File: config.mk
export PLATFORM = sky130hd
export DESIGN_NAME = multicycle_control_fsm
export DESIGN_NICKNAME = d
export VERILOG_FILES = /design/src/rtl/multicycle_control_fsm.sv
export SDC_FILE = /design/constraint.sdc
export NUM_CORES = 1
export LEC_CHECK = 0
export CORE_ASPECT_RATIO = 0.7
export CORE_UTILIZATION = 50
export DETAILED_ROUTE_END_ITERATION = 10
export HOLD_SLACK_MARGIN = 0.03
export PLACE_DENSITY = 0.82
export SLEW_MARGIN = 20
export SYNTH_ARGS = -nofsm -noshare
export SYNTH_HDL_FRONTEND = slang
export SYNTH_SLANG_ARGS = --single-unit
File: constraint.sdc
create_clock -name clk -period 3.9 [get_ports clk]
set_clock_uncertainty 0.2 [all_clocks]
set_input_delay 0.585 -clock clk [delete_from_list [all_inputs] [get_ports clk]]
set_output_delay 0.585 -clock clk [all_outputs]
set_load 0.005 [all_outputs]
File: src/rtl/multicycle_control_fsm.sv
// ---------------------------------------------------------------------------
// multicycle_control_fsm
//
// Control unit for the multi-cycle RV32I datapath. Each instruction moves
// through FETCH -> DECODE -> EXEC -> (MEM) -> (WB). The unit raises the
// datapath strobes that belong to each state, handshakes with the
// instruction and data memories, and counts retired instructions. An
// undecodable instruction or a memory that never acknowledges parks the FSM
// in TRAP with a sticky flag set. Only reset leaves TRAP.
//
// Ports
//   clk, rst_n        clock and asynchronous active-low reset
//   run               start/continue enable, sampled in IDLE and at retire
//   opcode/funct3/7   instruction register fields
//   alu_zero          ALU result==0, used by branches in EXEC
//   imem_ack          instruction memory data valid
//   dmem_ack          data memory access complete
//   imem_req, ir_load instruction fetch request / IR capture
//   dmem_req, dmem_we data memory request / write qualifier
//   reg_write         register file write enable
//   mem_to_reg        writeback source (00 ALU, 01 memory, 10 PC+4)
//   alu_src, alu_ctrl ALU operand-B select and operation
//   pc_write, pc_src  PC update strobe and next-PC select
//   retire, instret   retire pulse and retired-instruction count
//   illegal, timeout  sticky fault flags
//   state             debug view of the FSM state
// ---------------------------------------------------------------------------
module multicycle_control_fsm #(
    parameter int ALUCTL_W = 3,
    parameter int MAX_WAIT = 16,
    parameter int CNT_W    = 32
) (
    input  logic                clk,
    input  logic                rst_n,
    input  logic                run,
    input  logic [6:0]          opcode,
    input  logic [2:0]          funct3,
    input  logic [6:0]          funct7,
    input  logic                alu_zero,
    input  logic                imem_ack,
    input  logic                dmem_ack,
    output logic                imem_req,
    output logic                ir_load,
    output logic                dmem_req,
    output logic                dmem_we,
    output logic                reg_write,
    output logic [1:0]          mem_to_reg,
    output logic                alu_src,
    output logic [ALUCTL_W-1:0] alu_ctrl,
    output logic                pc_write,
    output logic [1:0]          pc_src,
    output logic                retire,
    output logic [CNT_W-1:0]    instret,
    output logic                illegal,
    output logic                timeout,
    output logic [2:0]          state
);

    localparam logic [2:0] S_IDLE   = 3'd0;
    localparam logic [2:0] S_FETCH  = 3'd1;
    localparam logic [2:0] S_DECODE = 3'd2;
    localparam logic [2:0] S_EXEC   = 3'd3;
    localparam logic [2:0] S_MEM    = 3'd4;
    localparam logic [2:0] S_WB     = 3'd5;
    localparam logic [2:0] S_TRAP   = 3'd6;

    localparam logic [2:0] C_R      = 3'd0;
    localparam logic [2:0] C_I      = 3'd1;
    localparam logic [2:0] C_LOAD   = 3'd2;
    localparam logic [2:0] C_STORE  = 3'd3;
    localparam logic [2:0] C_BRANCH = 3'd4;
    localparam logic [2:0] C_JAL    = 3'd5;
    localparam logic [2:0] C_JALR   = 3'd6;

    localparam logic [2:0] A_ADD = 3'd0;
    localparam logic [2:0] A_SUB = 3'd1;
    localparam logic [2:0] A_AND = 3'd2;
    localparam logic [2:0] A_OR  = 3'd3;
    localparam logic [2:0] A_XOR = 3'd4;

    localparam logic [7:0] WAIT_LIMIT = 8'(MAX_WAIT - 1);

    logic [2:0] state_q, next_state;
    logic [2:0] cls_q, alu_q;
    logic       bne_q;
    logic [7:0] wait_cnt;
    logic       dec_legal, dec_bne;
    logic [2:0] dec_cls, dec_alu;
    logic [2:0] alu_code;
    logic       at_limit, taken;

    assign state    = state_q;
    assign at_limit = (wait_cnt == WAIT_LIMIT);
    // BNE inverts the sense of alu_zero; the flag was captured in DECODE.
    assign taken    = bne_q ? ~alu_zero : alu_zero;

    // Classify the IR contents. Only consumed in DECODE, where the result is
    // latched, so IR changes later in the instruction cannot disturb strobes.
    always_comb begin
        dec_legal = 1'b0;
        dec_cls   = C_R;
        dec_alu   = A_ADD;
        dec_bne   = funct3[0];
        case (opcode)
            7'b0110011: begin
                dec_cls = C_R;
                if (funct7 == 7'b0000000) begin
                    case (funct3)
                        3'b000: begin dec_legal = 1'b1; dec_alu = A_ADD; end
                        3'b111: begin dec_legal = 1'b1; dec_alu = A_AND; end
                        3'b110: begin dec_legal = 1'b1; dec_alu = A_OR;  end
                        3'b100: begin dec_legal = 1'b1; dec_alu = A_XOR; end
                        default: dec_legal = 1'b0;
                    endcase
                end else if (funct7 == 7'b0100000 && funct3 == 3'b000) begin
                    dec_legal = 1'b1;
                    dec_alu   = A_SUB;
                end
            end
            7'b0010011: begin
                dec_cls = C_I;
                case (funct3)
                    3'b000: begin dec_legal = 1'b1; dec_alu = A_ADD; end
                    3'b111: begin dec_legal = 1'b1; dec_alu = A_AND; end
                    3'b110: begin dec_legal = 1'b1; dec_alu = A_OR;  end
                    3'b100: begin dec_legal = 1'b1; dec_alu = A_XOR; end
                    default: dec_legal = 1'b0;
                endcase
            end
            7'b0000011: begin dec_legal = 1'b1; dec_cls = C_LOAD;  end
            7'b0100011: begin dec_legal = 1'b1; dec_cls = C_STORE; end
            7'b1100011: begin
                dec_cls   = C_BRANCH;
                dec_alu   = A_SUB;
                dec_legal = (funct3 == 3'b000) || (funct3 == 3'b001);
            end
            7'b1101111: begin dec_legal = 1'b1; dec_cls = C_JAL; end
            7'b1100111: begin
                dec_cls   = C_JALR;
                dec_legal = (funct3 == 3'b000);
            end
            default: dec_legal = 1'b0;
        endcase
    end

    // Strobes and next state come from the state register and the latched
    // class only (plus the handshake inputs), never from the live IR.
    always_comb begin
        next_state = state_q;
        imem_req   = 1'b0;
        ir_load    = 1'b0;
        dmem_req   = 1'b0;
        dmem_we    = 1'b0;
        reg_write  = 1'b0;
        mem_to_reg = 2'b00;
        alu_src    = 1'b0;
        alu_code   = A_ADD;
        pc_write   = 1'b0;
        pc_src     = 2'b00;
        retire     = 1'b0;
        case (state_q)
            S_IDLE: begin
                if (run) next_state = S_FETCH;
            end
            S_FETCH: begin
                imem_req = 1'b1;
                if (imem_ack) begin
                    ir_load    = 1'b1;
                    next_state = S_DECODE;
                end else if (at_limit) begin
                    next_state = S_TRAP;
                end
            end
            S_DECODE: begin
                next_state = dec_legal ? S_EXEC : S_TRAP;
            end
            S_EXEC: begin
                alu_code = alu_q;
                alu_src  = (cls_q != C_R) && (cls_q != C_BRANCH);
                case (cls_q)
                    C_BRANCH: begin
                        pc_write = 1'b1;
                        pc_src   = taken ? 2'b01 : 2'b00;
                        retire   = 1'b1;
                    end
                    C_LOAD, C_STORE: next_state = S_MEM;
                    default:         next_state = S_WB;
                endcase
            end
            S_MEM: begin
                alu_code = alu_q;
                alu_src  = 1'b1;
                dmem_req = 1'b1;
                dmem_we  = (cls_q == C_STORE);
                if (dmem_ack) begin
                    if (cls_q == C_STORE) begin
                        pc_write = 1'b1;
                        retire   = 1'b1;
                    end else begin
                        next_state = S_WB;
                    end
                end else if (at_limit) begin
                    next_state = S_TRAP;
                end
            end
            S_WB: begin
                reg_write = 1'b1;
                pc_write  = 1'b1;
                retire    = 1'b1;
                case (cls_q)
                    C_LOAD:  mem_to_reg = 2'b01;
                    C_JAL:   begin mem_to_reg = 2'b10; pc_src = 2'b10; end
                    C_JALR:  begin mem_to_reg = 2'b10; pc_src = 2'b11; end
                    default: mem_to_reg = 2'b00;
                endcase
            end
            S_TRAP:  next_state = S_TRAP;
            default: next_state = S_IDLE;
        endcase
        if (retire) next_state = run ? S_FETCH : S_IDLE;
    end

    always_comb begin
        alu_ctrl      = '0;
        alu_ctrl[2:0] = alu_code;
    end

    // State, decode latch, wait counter, sticky flags and retire counter.
    // The wait counter restarts on every state change, so it measures the
    // time spent in the current FETCH or MEM visit.
    always_ff @(posedge clk or negedge rst_n) begin
        if (!rst_n) begin
            state_q  <= S_IDLE;
            cls_q    <= C_R;
            alu_q    <= A_ADD;
            bne_q    <= 1'b0;
            wait_cnt <= '0;
            instret  <= '0;
            illegal  <= 1'b0;
            timeout  <= 1'b0;
        end else begin
            state_q <= next_state;
            if (state_q == S_DECODE) begin
                cls_q <= dec_cls;
                alu_q <= dec_alu;
                bne_q <= dec_bne;
                if (!dec_legal) illegal <= 1'b1;
            end
            if (state_q != next_state)
                wait_cnt <= '0;
            else if (state_q == S_FETCH || state_q == S_MEM)
                wait_cnt <= wait_cnt + 8'd1;
            if ((state_q == S_FETCH || state_q == S_MEM) && next_state == S_TRAP)
                timeout <= 1'b1;
            if (retire) instret <= instret + 1'b1;
        end
    end

endmodule

* Word level (Yosys, flattened, before mapping)
Cells that the tools add are included.
W data, S select, Z words.
** Storage, ports and cells
- Register bits :: 52
- Latch bits :: 0
- Bits in writable memories :: 0
- Bits in read-only memories :: 0
- Input port bits :: 23
- Output and inout bits :: 52
- Logic and storage cells :: 95
- Memories kept :: 0
** Operators by class
- $add $sub $neg :: 2
- Multiply operators :: 0
- Divide/modulo/power cells :: 0
- Magnitude comparators :: 0
- Eq/ne operators :: 27
- Shift-type cells :: 0
- Muxes and demuxes :: 40
- Bitwise logic cells :: 2
- Reductions and logical operators :: 16
** Operators with widths (count)
- $add A32 B1 Y32 const B :: 1
- $eq A3 B3 Y1 const B :: 10
- $mux W3 :: 9
- $eq A7 B6 Y1 const B :: 3
- $eq A7 B7 Y1 const B :: 3
- $pmux W3 S7 :: 1
- $pmux W3 S3 :: 2
- $pmux W3 S6 :: 1
- $mux W1 :: 17
- $mux W8 :: 2
- $eq A3 B2 Y1 const B :: 4
- $pmux W2 S2 :: 3
- $add A8 B1 Y8 const B :: 1
- $eq A8 B4 Y1 const B :: 1
- $eq A7 B2 Y1 const B :: 1
- $eq A7 B5 Y1 const B :: 1
- $logic_not A7 Y1 :: 1
- $eq A3 B1 Y1 const B :: 2
- $logic_not A3 Y1 :: 2
- $pmux W3 S2 :: 1
- $reduce_or A2 Y1 :: 3
- $pmux W1 S5 :: 1
- $reduce_or A4 Y1 :: 1
- $logic_and A1 B1 Y1 :: 3
- 11 further kinds :: 13

* Depth between registers and ports, before layout
Gate-level depths: netlist of run 1.
- Depth in word-level cells :: 10
- Depth in mapped cells :: 8
- Mapped depth without buffers :: 6

* Worst setup path after synthesis of run 1
Ideal clock, no wire load.
- Path kind :: in2reg
- Start :: input port funct7[1]
- End :: register wait_cnt[0]
- Setup time :: 0.145 ns
- Data arrival time :: 2.029 ns
- Required time :: 3.555 ns
- Path slack :: 1.527 ns
- Stages on the path :: 6
- Path buffers :: 0
- Cell sequence :: or4_1 > o31ai_1 > nand4_1 > a21oi_1 > o31a_1 > nor3_1
** On the way
- Longest elaborated chain between the ends :: 10
- Elaborated cells on any way between the ends :: 12
- Classes of those cells :: eq/ne (2); mux (7); reduce/logical (3)
** RTL lines
- start: declaration :: line 38 : input logic [6:0] funct7,
- $eq A7 B6 Y1 :: line 115 : end else if (funct7 == 7'b0100000 && funct3 == 3'b000) begin
- $logic_and A1 B1 Y1 :: line 115
- $mux W1 :: line 115
- $mux W1 (*) :: line 107 : if (funct7 == 7'b0000000) begin
- $pmux W1 S5 (*) :: line 104 : case (opcode)
- $mux W3 (*) :: line 175 : next_state = dec_legal ? S_EXEC : S_TRAP;
- $pmux W3 S7 (*) :: line 161 : case (state_q)
- $mux W3 (*) :: line 220 : if (retire) next_state = run ? S_FETCH : S_IDLE;
- $ne A3 B3 Y1 (*) :: line 249 : if (state_q != next_state)
- $mux W8 / $reduce_bool A2 Y1 (equally long branches)
- end signal: assignment :: line 252 : wait_cnt <= wait_cnt + 8'd1;
- end: declaration :: line 86 : logic [7:0] wait_cnt;
Mark *: on every way between the ends. The rest lies on a longest branch, timed or not.
A chain may end at the register's enable or synchronous reset.

* Worst setup path in the final report of run 1
- Start :: register state_q[1] (netlist: state[1])
- End :: output port retire
** On the way
- Longest elaborated chain between the ends :: 2
- Elaborated cells on any way between the ends :: 4
- Classes of those cells :: eq/ne (3); mux (1)
** RTL lines
- start: declaration :: line 83 : logic [2:0] state_q, next_state;
- start signal: assignment :: line 242 : state_q <= next_state;
- $eq A3 B3 Y1 / $eq A3 B2 Y1 (equally long branches) :: line 161
- $pmux W1 S3 (*) :: line 161
- end: declaration :: line 52 : output logic retire,
Marked as above.

==> impl_results.html, run 1 <==
<table>
<tr><th>Metric</th><th>Value</th></tr>
<tr><th colspan="2">STA</th></tr>
<tr><td>Final number of setup-violating endpoints</td><td>0</td></tr>
<tr><td>Unrepaired setup endpoints after global routing</td><td>false</td></tr>
<tr><td>Number of pins with negative max-slew slack in the final report</td><td>0</td></tr>
<tr><td>Sum of negative setup slack</td><td>0 ps</td></tr>
<tr><td>Final hold violation count</td><td>0</td></tr>
<tr><td>Period Utilization, post-route</td><td>0.860</td></tr>
<tr><td>Slew Limit Headroom</td><td>0.537</td></tr>
<tr><td>Highest attainable clock frequency</td><td>between 0.2 and 0.3 GHz</td></tr>
<tr><td>Clock period minus worst slack</td><td>between 3000 and 4000 ps</td></tr>
<tr><td>Final-layout worst hold slack</td><td>between 80 and 90 ps</td></tr>
<tr><td>Setup slack after layout</td><td>around 540 ps</td></tr>
<tr><td>Transition time of the tightest slew-check pin</td><td>approximately 700 ps</td></tr>
<tr><th colspan="2">CTS</th></tr>
<tr><td>CTS Sinks</td><td>52</td></tr>
<tr><td>Clk pin slew, worst setup/hold paths</td><td>around 90 ps</td></tr>
<tr><td>Buffer levels on the longest clock path</td><td>2</td></tr>
<tr><td>Clock tree from TritonCTS</td><td>yes</td></tr>
<tr><td>Clock latency on the worst-skew pair</td><td>just over 300 ps</td></tr>
<tr><td>Post-CTS sizing</td><td>0</td></tr>
<tr><td>Buffer cell driving the clock tree root</td><td>clkbuf_8</td></tr>
<tr><td>CTS buffer count</td><td>5</td></tr>
<tr><td>Cts hold-fix bufs</td><td>0</td></tr>
<tr><td>Post-CTS Setup Repair Bufs</td><td>0</td></tr>
<tr><td>CTS HTree Levels</td><td>2</td></tr>
<tr><th colspan="2">Power and ir drop</th></tr>
<tr><td>Power density of the placed cells</td><td>~480 mW/mm^2</td></tr>
<tr><td>Static Leak</td><td>about 0.0014 uW</td></tr>
<tr><td>Total power</td><td>roughly 1700 uW</td></tr>
<tr><td>Clock network power share</td><td>0.181</td></tr>
<tr><td>Part of the power in combinational logic</td><td>0.378</td></tr>
<tr><td>Internal power of the cells</td><td>between 1000 and 1500 uW</td></tr>
<tr><td>Net Sw Frac</td><td>0.369</td></tr>
<tr><td>Relative contribution of sequential cells to total power</td><td>0.441</td></tr>
<tr><td>Maximum vdd ir drop</td><td>0.340 mV</td></tr>
<tr><td>NetSw</td><td>about 640 uW</td></tr>
<tr><th colspan="2">Drt</th></tr>
<tr><td>Number of DRC markers in iteration 0</td><td>between 150 and 200</td></tr>
<tr><td>Routed met1 length</td><td>around 3300 um</td></tr>
<tr><td>Final routed wirelength across all metal layers</td><td>6610 um</td></tr>
<tr><td>Routed length on met2</td><td>2850 um</td></tr>
<tr><td>DRC violations left</td><td>0</td></tr>
<tr><td>Uppermost signal routing layer after detailed routing</td><td>met4</td></tr>
<tr><td>ANT nets after route</td><td>0</td></tr>
<tr><td>Drt pass-1 iters</td><td>4</td></tr>
<tr><td>Routed wire length per instance</td><td>between 15 and 20 um</td></tr>
<tr><td>Met3 WL</td><td>between 400 and 500 um</td></tr>
<tr><td>Routed vias</td><td>2,399</td></tr>
<tr><td>Detailed-route vias per instance</td><td>~5.5</td></tr>
<tr><th colspan="2">Floorplanning</th></tr>
<tr><td>Boundary Pins</td><td>75</td></tr>
<tr><td>Initial Utilization</td><td>0.522</td></tr>
<tr><td>Die X</td><td>~91 um</td></tr>
<tr><td>Row Count</td><td>22</td></tr>
<tr><td>Core area</td><td>0.00529 sq mm</td></tr>
<tr><td>Vertical extent of the die</td><td>about 64 um</td></tr>
<tr><td>Total Die Area</td><td>a little under 0.006 sq mm</td></tr>
<tr><th colspan="2">Logic synthesis</th></tr>
<tr><td>#FFs+latches synth</td><td>between 50 and 60</td></tr>
<tr><td>Most instantiated library cell after synthesis</td><td>dfrtp_1</td></tr>
<tr><td>Yosys Warn Count</td><td>0</td></tr>
<tr><td>Synth cell count leaders</td><td>52 x dfrtp_1, 32 x nand2_1, 27 x xnor2_1, 25 x nor2_1, 16 x nor3_1</td></tr>
<tr><td>Sequential area share after synthesis</td><td>0.472</td></tr>
<tr><td>Post-Synthesis Net Count</td><td>316</td></tr>
<tr><td>Synth async-reset ratio</td><td>1.00</td></tr>
<tr><td>Library cell with the largest summed area after synthesis</td><td>dfrtp_1</td></tr>
<tr><td>Post-synthesis instance total</td><td>a little under 300</td></tr>
<tr><td>Post-Syn Area per Cell</td><td>roughly 9.5 sq um</td></tr>
<tr><td>Library cells used by synthesis</td><td>50</td></tr>
<tr><td>Primary FF master, synth</td><td>dfrtp_1</td></tr>
<tr><td>Post-synth design cell area</td><td>0.00276 sq mm</td></tr>
<tr><td>Synth top area cells</td><td>dfrtp_1 47%, xnor2_1 8.6%, xor2_1 4.4%</td></tr>
<tr><td>Number of enable flip-flop cells after synthesis</td><td>0</td></tr>
<tr><td>Top cell type's share of synthesized area</td><td>0.472</td></tr>
<tr><th colspan="2">Finish</th></tr>
<tr><td>Final layout net count</td><td>between 300 and 400</td></tr>
<tr><td>Area overhead of the layout relative to synthesis</td><td>32.2%</td></tr>
<tr><td>Number of inserted diodes</td><td>0</td></tr>
<tr><td>Fill cell count</td><td>about 410</td></tr>
<tr><td>Share of post-route cells with drive strength above 1</td><td>0.0357</td></tr>
<tr><th colspan="2">Setup path</th></tr>
<tr><td>Worst-case reg-to-reg path depth</td><td>6</td></tr>
<tr><td>Reg2Reg Setup Slack</td><td>around 1200 ps</td></tr>
<tr><td>Launching element type of the critical path</td><td>register</td></tr>
<tr><td>Worst flop-to-flop path startpoint</td><td>state[1]</td></tr>
<tr><td>Maximum net fanout on the critical path</td><td>18</td></tr>
<tr><td>Worst-path cell with the longest stage delay</td><td>dfrtp_1</td></tr>
<tr><td>Series of cell instances along the critical path</td><td>nand2_1 &gt; or3_1 &gt; nand2_1 &gt; clkdlybuf4s50_1</td></tr>
<tr><td>Critical path class</td><td>register to primary output</td></tr>
<tr><td>Cell seen most often among critical-path stages</td><td>nand2_1</td></tr>
<tr><td>Critical Path AT</td><td>between 2000 and 3000 ps</td></tr>
<tr><td>Capturing point of the worst reg2reg path</td><td>instret[21]</td></tr>
<tr><td>Delay of the slowest cell on the worst path</td><td>670 ps</td></tr>
<tr><td>Crit. End Element</td><td>primary output</td></tr>
<tr><td>Critical path data required time</td><td>roughly 3100 ps</td></tr>
<tr><th colspan="2">Place</th></tr>
<tr><td>Minimum setup slack after placement</td><td>between 600 and 700 ps</td></tr>
<tr><td>Placer congestion estimate</td><td>roughly 0.86</td></tr>
<tr><td>Detailed-placement wirelength estimate</td><td>a little under 5000 um</td></tr>
<tr><td>Count of buffers from port buffering</td><td>74</td></tr>
<tr><th colspan="2">Job</th></tr>
<tr><td>MaxCap Viol Count</td><td>0</td></tr>
<tr><th colspan="2">GRT</th></tr>
<tr><td>Vias in the first global route</td><td>roughly 2,200</td></tr>
<tr><td>Overflow left after global routing</td><td>0</td></tr>
<tr><td>Initial antenna violation count</td><td>0</td></tr>
<tr><td>GRT Resource Usage Total</td><td>0.242</td></tr>
<tr><td>Maximum number of pins on one net before global-route repair</td><td>51</td></tr>
<tr><td>Global-route wire length before repair</td><td>approximately 11,000 um</td></tr>
<tr><th colspan="2">Outcome</th></tr>
<tr><td>Status</td><td>completed</td></tr>
<tr><th colspan="2">Min path</th></tr>
<tr><td>Path type of the worst min-delay path</td><td>input pin to async pin</td></tr>
</table>
## routing by layer
layer | vias to the layer above | GRT usage
li1 | 1174 | -
met1 | 1142 | 0.367
met2 | 76 | 0.360
met3 | 7 | 0.0440
met4 | 0 | 0.0544
met5 | - | 0
## worst max path at each step
stage / start / to / slack (ps) / cells past startpoint
global placement: dmem_ack / retire / 720 / 5
CTS: state[1] / retire / 560 / 4
detailed placement: dmem_ack / retire / 640 / 5
floorplan: funct7[1] / wait_cnt[0] / 1530 / 6
global route: state[1] / retire / 430 / 4
finish: state[1] / retire / 540 / 4
## state kept, by name, summed over array words and instances (netlist names)
signal    flops
instret      32
wait_cnt      8
state         3
alu_q         3
illegal       1
bne_q         1
cls_q         3
timeout       1
## metrics by stage
step	instances	utilization	area, sq um
2_1_floorplan	291	-	2760
3_3_place_gp	429	0.672	3550
3_5_place_dp	429	0.672	3550
4_1_cts	436	0.689	3640
5_1_grt	436	0.690	3640
6_report	436	0.690	3640
## cell type report
class	instances	area [sq um]	area share
clock buffer	6	82.6	0.0227
inverter	5	18.8	0.00515
tap	72	90.1	0.0247
clock inverter	1	8.76	0.00240
multi-input combinational	225	1400	0.383
sequential	52	1300	0.357
timing repair buffer	75	746	0.205
## critical path, delay by kind of cell, from the launching register on
family / cells / cell delay, ps
buf+inv: 1 / 560
flops: 1 / 670
simple gates: 3 / 1030
## placed cells by master (no fill, tap or decap), types with 2 or more instances in the layout
master           count
clkdlybuf4s50_1     73
buf_4                2
a21oi_1             10
or4_1                2
a21o_1               2
nor4_1               4
xor2_1              14
and3_1               6
xnor2_1             27
nand3_1             15
o41ai_1              2
nand2_1             32
ha_1                 2
inv_1                5
nor3_1              16
and4_1               2
and3b_1              2
nor2b_1              3
nand4_1             10
a211oi_1             2
nand2b_1             4
clkbuf_8             6
a22o_1               2
nor3b_1              2
a31oi_1              4
dfrtp_1             52
nor2_1              25
o21ai_0              9
o31ai_1              3
and2_1               5
## power groups by stage
stage	logic [uW]	registers [uW]	clock network [uW]
5_1_grt	711	784	344
6_report	657	767	316
3_3_place_gp	633	768	0
2_1_floorplan	395	714	0
4_1_cts	656	762	319
3_5_place_dp	650	771	0
## cell families (layout without fill, tap and decap cells)
kind of cell             Yosys count  after routing  share of synthesized area
AND/OR/NAND/NOR                  139            139                      0.263
flip-flops                        52             52                      0.472
AO/OA/AOI/OAI                     41             41                     0.0967
XOR/XNOR                          41             41                      0.130
buffers and inverters             14             87                     0.0209
adder cells (fa/ha/maj)            2              2                    0.00908
multiplexers                       2              2                    0.00772
Power figures use the tool's default switching activity.
==> inputs of run 2 (changes only) <==
--- a/config.mk
+++ b/config.mk
@@ -8,7 +8,7 @@
 export CORE_ASPECT_RATIO = 0.7
 export CORE_UTILIZATION = 50
 export DETAILED_ROUTE_END_ITERATION = 10
-export HOLD_SLACK_MARGIN = 0.03
+export HOLD_SLACK_MARGIN = 0.12
 export PLACE_DENSITY = 0.82
 export SLEW_MARGIN = 20
 export SYNTH_ARGS = -nofsm -noshare
==> constraint.sdc (replaced) <==
create_clock -name clk -period 3.9 [get_ports clk]
set_clock_uncertainty 0.2 [all_clocks]
set_input_delay 0.585 -clock clk [delete_from_list [all_inputs] [get_ports clk]]
set_output_delay 0.585 -clock clk [all_outputs]
set_load 0.02 [all_outputs]
==> run 2 against run 1 <==
  * Die area stayed put
  * Combinational power is 16% higher
  * Count of clock-buffer cells in the layout stayed put
  * Sequential power hardly changed
  * Via count is 0.29% higher
  * Clock power is 3% higher
  * Routed wire length is 1.1% lower
  * Hold slack better by 28 ps
  * First-iteration DRC count is 29% higher
==> impl_results.html, run 2 (synthesis results as in run 1) <==
<table>
<tr><th>Metric</th><th>Value</th></tr>
<tr><th colspan="2">Outcome</th></tr>
<tr><td>Status</td><td>completed</td></tr>
<tr><th colspan="2">Setup path</th></tr>
<tr><td>Critical Path AT</td><td>2660 ps (+90 ps)</td></tr>
<tr><td>Crit. End Element</td><td>primary output</td></tr>
<tr><td>Worst-path cell with the longest stage delay</td><td>dfrtp_1</td></tr>
<tr><td>Maximum net fanout on the critical path</td><td>18 (unchanged)</td></tr>
<tr><td>Cell seen most often among critical-path stages</td><td>nand2_1</td></tr>
<tr><td>Series of cell instances along the critical path</td><td>nand2_1 &gt; or3_1 &gt; nand2_1 &gt; clkdlybuf4s50_1</td></tr>
<tr><td>Launching element type of the critical path</td><td>register</td></tr>
<tr><td>Number of buffers and inverters on the critical path</td><td>1 (unchanged)</td></tr>
<tr><td>Delay of the slowest cell on the worst path</td><td>670 ps (about the same)</td></tr>
<tr><td>Critical path class</td><td>register to primary output</td></tr>
<tr><td>Cell family with the largest share of critical-path delay</td><td>simple AND/OR/NAND/NOR gates</td></tr>
<tr><td>Critical path data required time</td><td>3120 ps (about the same)</td></tr>
<tr><th colspan="2">Power and ir drop</th></tr>
<tr><td>Relative contribution of sequential cells to total power</td><td>0.413 (-0.028)</td></tr>
<tr><td>Clock network power share</td><td>0.176 (-0.005)</td></tr>
<tr><td>Net Sw Frac</td><td>0.404 (+0.0351)</td></tr>
<tr><td>Static Leak</td><td>0.00143 uW (+0.24%)</td></tr>
<tr><td>Power density of the placed cells</td><td>507 mW/mm^2 (+6.3%)</td></tr>
<tr><td>NetSw</td><td>748 uW (+16%)</td></tr>
<tr><td>Part of the power in combinational logic</td><td>0.411 (+0.033)</td></tr>
<tr><td>Maximum vdd ir drop</td><td>0.422 mV (+24%)</td></tr>
<tr><td>Total power</td><td>1850 uW (+6.4%)</td></tr>
<tr><td>Internal power of the cells</td><td>1100 uW (+0.45%)</td></tr>
<tr><th colspan="2">Job</th></tr>
<tr><td>MaxCap Viol Count</td><td>0 (unchanged)</td></tr>
<tr><th colspan="2">Floorplanning</th></tr>
<tr><td>Boundary Pins</td><td>75 (unchanged)</td></tr>
<tr><td>Core area</td><td>0.00529 sq mm (unchanged)</td></tr>
<tr><td>Vertical extent of the die</td><td>64.1 um (unchanged)</td></tr>
<tr><td>Die X</td><td>90.7 um (unchanged)</td></tr>
<tr><td>Row Count</td><td>22 (unchanged)</td></tr>
<tr><td>Initial Utilization</td><td>0.522 (unchanged)</td></tr>
<tr><td>Total Die Area</td><td>0.00582 sq mm (unchanged)</td></tr>
<tr><th colspan="2">Finish</th></tr>
<tr><td>Area overhead of the layout relative to synthesis</td><td>32.3% (about the same)</td></tr>
<tr><td>Number of inserted diodes</td><td>0 (unchanged)</td></tr>
<tr><td>Share of post-route cells with drive strength above 1</td><td>0.0384 (+0.00264)</td></tr>
<tr><td>Total area of multi-input combinational cells</td><td>0.00140 sq mm (unchanged)</td></tr>
<tr><td>Biggest register</td><td>instret</td></tr>
<tr><td>Most used cells in the layout excluding fill and tap cells</td><td>73 x clkdlybuf4s50_1, 52 x dfrtp_1, 32 x nand2_1</td></tr>
<tr><td>Most common library cell in the layout ignoring fill and taps</td><td>clkdlybuf4s50_1</td></tr>
<tr><td>Seq. cell area</td><td>0.00130 sq mm (unchanged)</td></tr>
<tr><td>Final layout net count</td><td>389 (unchanged)</td></tr>
<tr><td>Fill cell count</td><td>430 (+5.7%)</td></tr>
<tr><td>Share of the core filled with cells</td><td>0.690 (about the same)</td></tr>
<tr><td>Final design area excluding fillers</td><td>0.00365 sq mm (about the same)</td></tr>
<tr><td>Max reg flops</td><td>32 (unchanged)</td></tr>
<tr><td>Largest registers</td><td>instret (32), wait_cnt (8)</td></tr>
<tr><th colspan="2">Drt</th></tr>
<tr><td>Detailed-route vias per instance</td><td>5.51 (about the same)</td></tr>
<tr><td>ANT nets after route</td><td>0 (unchanged)</td></tr>
<tr><td>Routed wire length per instance</td><td>15.0 um (-1.3%)</td></tr>
<tr><td>Routed vias</td><td>2,406 (+0.29%)</td></tr>
<tr><td>DRC violations left</td><td>0 (unchanged)</td></tr>
<tr><td>Number of DRC markers in iteration 0</td><td>220 (+29%)</td></tr>
<tr><td>Drt pass-1 iters</td><td>4 (unchanged)</td></tr>
<tr><td>Final routed wirelength across all metal layers</td><td>6540 um (-1.1%)</td></tr>
<tr><th colspan="2">CTS</th></tr>
<tr><td>CTS HTree Levels</td><td>2 (unchanged)</td></tr>
<tr><td>Clock latency on the worst-skew pair</td><td>310 ps (about the same)</td></tr>
<tr><td>Cts hold-fix bufs</td><td>0 (unchanged)</td></tr>
<tr><td>Post-CTS sizing</td><td>0 (unchanged)</td></tr>
<tr><td>Clk pin slew, worst setup/hold paths</td><td>90 ps (about the same)</td></tr>
<tr><td>Buffer levels on the longest clock path</td><td>2 (unchanged)</td></tr>
<tr><td>CTS Sinks</td><td>52 (unchanged)</td></tr>
<tr><td>CTS buffer count</td><td>5 (unchanged)</td></tr>
<tr><td>Clock tree from TritonCTS</td><td>yes</td></tr>
<tr><td>Buffer cell driving the clock tree root</td><td>clkbuf_8</td></tr>
<tr><td>Post-CTS Setup Repair Bufs</td><td>0 (unchanged)</td></tr>
<tr><th colspan="2">STA</th></tr>
<tr><td>Final number of setup-violating endpoints</td><td>0 (unchanged)</td></tr>
<tr><td>Slew Limit Headroom</td><td>0.527 (-0.0103)</td></tr>
<tr><td>Final hold violation count</td><td>0 (unchanged)</td></tr>
<tr><td>Sum of negative setup slack</td><td>0 ps (unchanged)</td></tr>
<tr><td>Clock period minus worst slack</td><td>3440 ps (+85.7 ps)</td></tr>
<tr><td>Period Utilization, post-route</td><td>0.882 (+0.0220)</td></tr>
<tr><td>Unrepaired setup endpoints after global routing</td><td>false</td></tr>
<tr><td>Highest attainable clock frequency</td><td>0.291 GHz (-2.5%)</td></tr>
<tr><td>Setup slack after layout</td><td>458 ps (-85.7 ps)</td></tr>
<tr><td>Number of pins with negative max-slew slack in the final report</td><td>0 (unchanged)</td></tr>
<tr><td>Transition time of the tightest slew-check pin</td><td>707 ps (+15.4 ps)</td></tr>
<tr><th colspan="2">Place</th></tr>
<tr><td>Placer congestion estimate</td><td>0.856 (-0.15%)</td></tr>
<tr><td>Minimum setup slack after placement</td><td>478 ps (-167 ps)</td></tr>
<tr><td>Placed cell areas</td><td>0.00355 sq mm (unchanged)</td></tr>
<tr><td>Detailed-placement wirelength estimate</td><td>4970 um (+1.9%)</td></tr>
<tr><td>Count of buffers from port buffering</td><td>74 (unchanged)</td></tr>
<tr><th colspan="2">GRT</th></tr>
<tr><td>Overflow left after global routing</td><td>0 (unchanged)</td></tr>
<tr><td>Global-route wire length before repair</td><td>10,900 um (-1.8%)</td></tr>
<tr><td>Vias in the first global route</td><td>2,198 (-0.95%)</td></tr>
<tr><td>Maximum number of pins on one net before global-route repair</td><td>33 (-35%)</td></tr>
<tr><td>GRT Resource Usage Total</td><td>0.240 (-0.00251)</td></tr>
<tr><td>Initial antenna violation count</td><td>0 (unchanged)</td></tr>
<tr><th colspan="2">Min path</th></tr>
<tr><td>Path type of the worst min-delay path</td><td>input pin to async pin</td></tr>
</table>
run 2: cell types whose count changed in the layout (fill, tap and decap cells not counted):
cell	delta
clkinv_2	+1
inv_6	+1
buf_2	+1
clkinv_4	-1
buf_4	-1
run 2: path summary, 6_finish.rpt:
kind                                     to  depth (start not counted)  slack (ps)   startpoint
worst max-delay path                 retire                          4         460     state[1]
worst min-delay path            instret[28]                          1         120        rst_n
worst max register to register  instret[21]                          6        1210     state[1]
worst min register to register  instret[31]                          1         280  instret[31]
max in group asynchronous       instret[22]                          2        2640        rst_n
min in group clk                instret[31]                          1         280  instret[31]
run 2: worst register-to-register path, cell delays in order (launching register included):
cell and delay, ps:
dfrtp_1 670, nand2_1 260, or3_1 520, a21o_1 300, nor2_1 320, nand4_1 180, xnor2_1 150
run 2: layout make-up:
class / instances / area share
Sequential cell: 52 / 0.357
Tap cell: 72 / 0.0247
Multi-Input combinational cell: 225 / 0.383
Inverter: 5 / 0.00515
Timing Repair Buffer: 75 / 0.204
Clock inverter: 2 / 0.00377
Clock buffer: 6 / 0.0226
run 2: stage by stage:
| stage | hold WS [ps] | cells |
|---|---|---|
| after floorplan | 89.4 | 291 |
| after global placement | 262 | 429 |
| after detailed placement | 267 | 429 |
| after CTS | 147 | 437 |
| after global routing | 157 | 437 |
| final | 117 | 437 |
run 2: power groups by stage:
stage	registers, uW	clock network [uW]	logic (uW)
final	764	326	760
after global routing	784	352	819
after CTS	761	330	760
after detailed placement	770	0	755
after global placement	767	0	739
after floorplan	776	0	435
run 2: routing by layer:
metal,track usage,part of all wire,up-vias
met3,0.0452,0.061,5
li1,-,-,1174
met4,0.0726,0.0079,0
met5,0,0,-
met2,0.353,0.43,70
met1,0.357,0.50,1157
==> inputs of run 3 (changes only) <==
--- a/config.mk
+++ b/config.mk
@@ -14,3 +14,4 @@
 export SYNTH_ARGS = -nofsm -noshare
 export SYNTH_HDL_FRONTEND = slang
 export SYNTH_SLANG_ARGS = --single-unit
+export TNS_END_PERCENT = 1
==> results of run 3 <==
Final layout, timing and power as in run 2 (identical DEF).
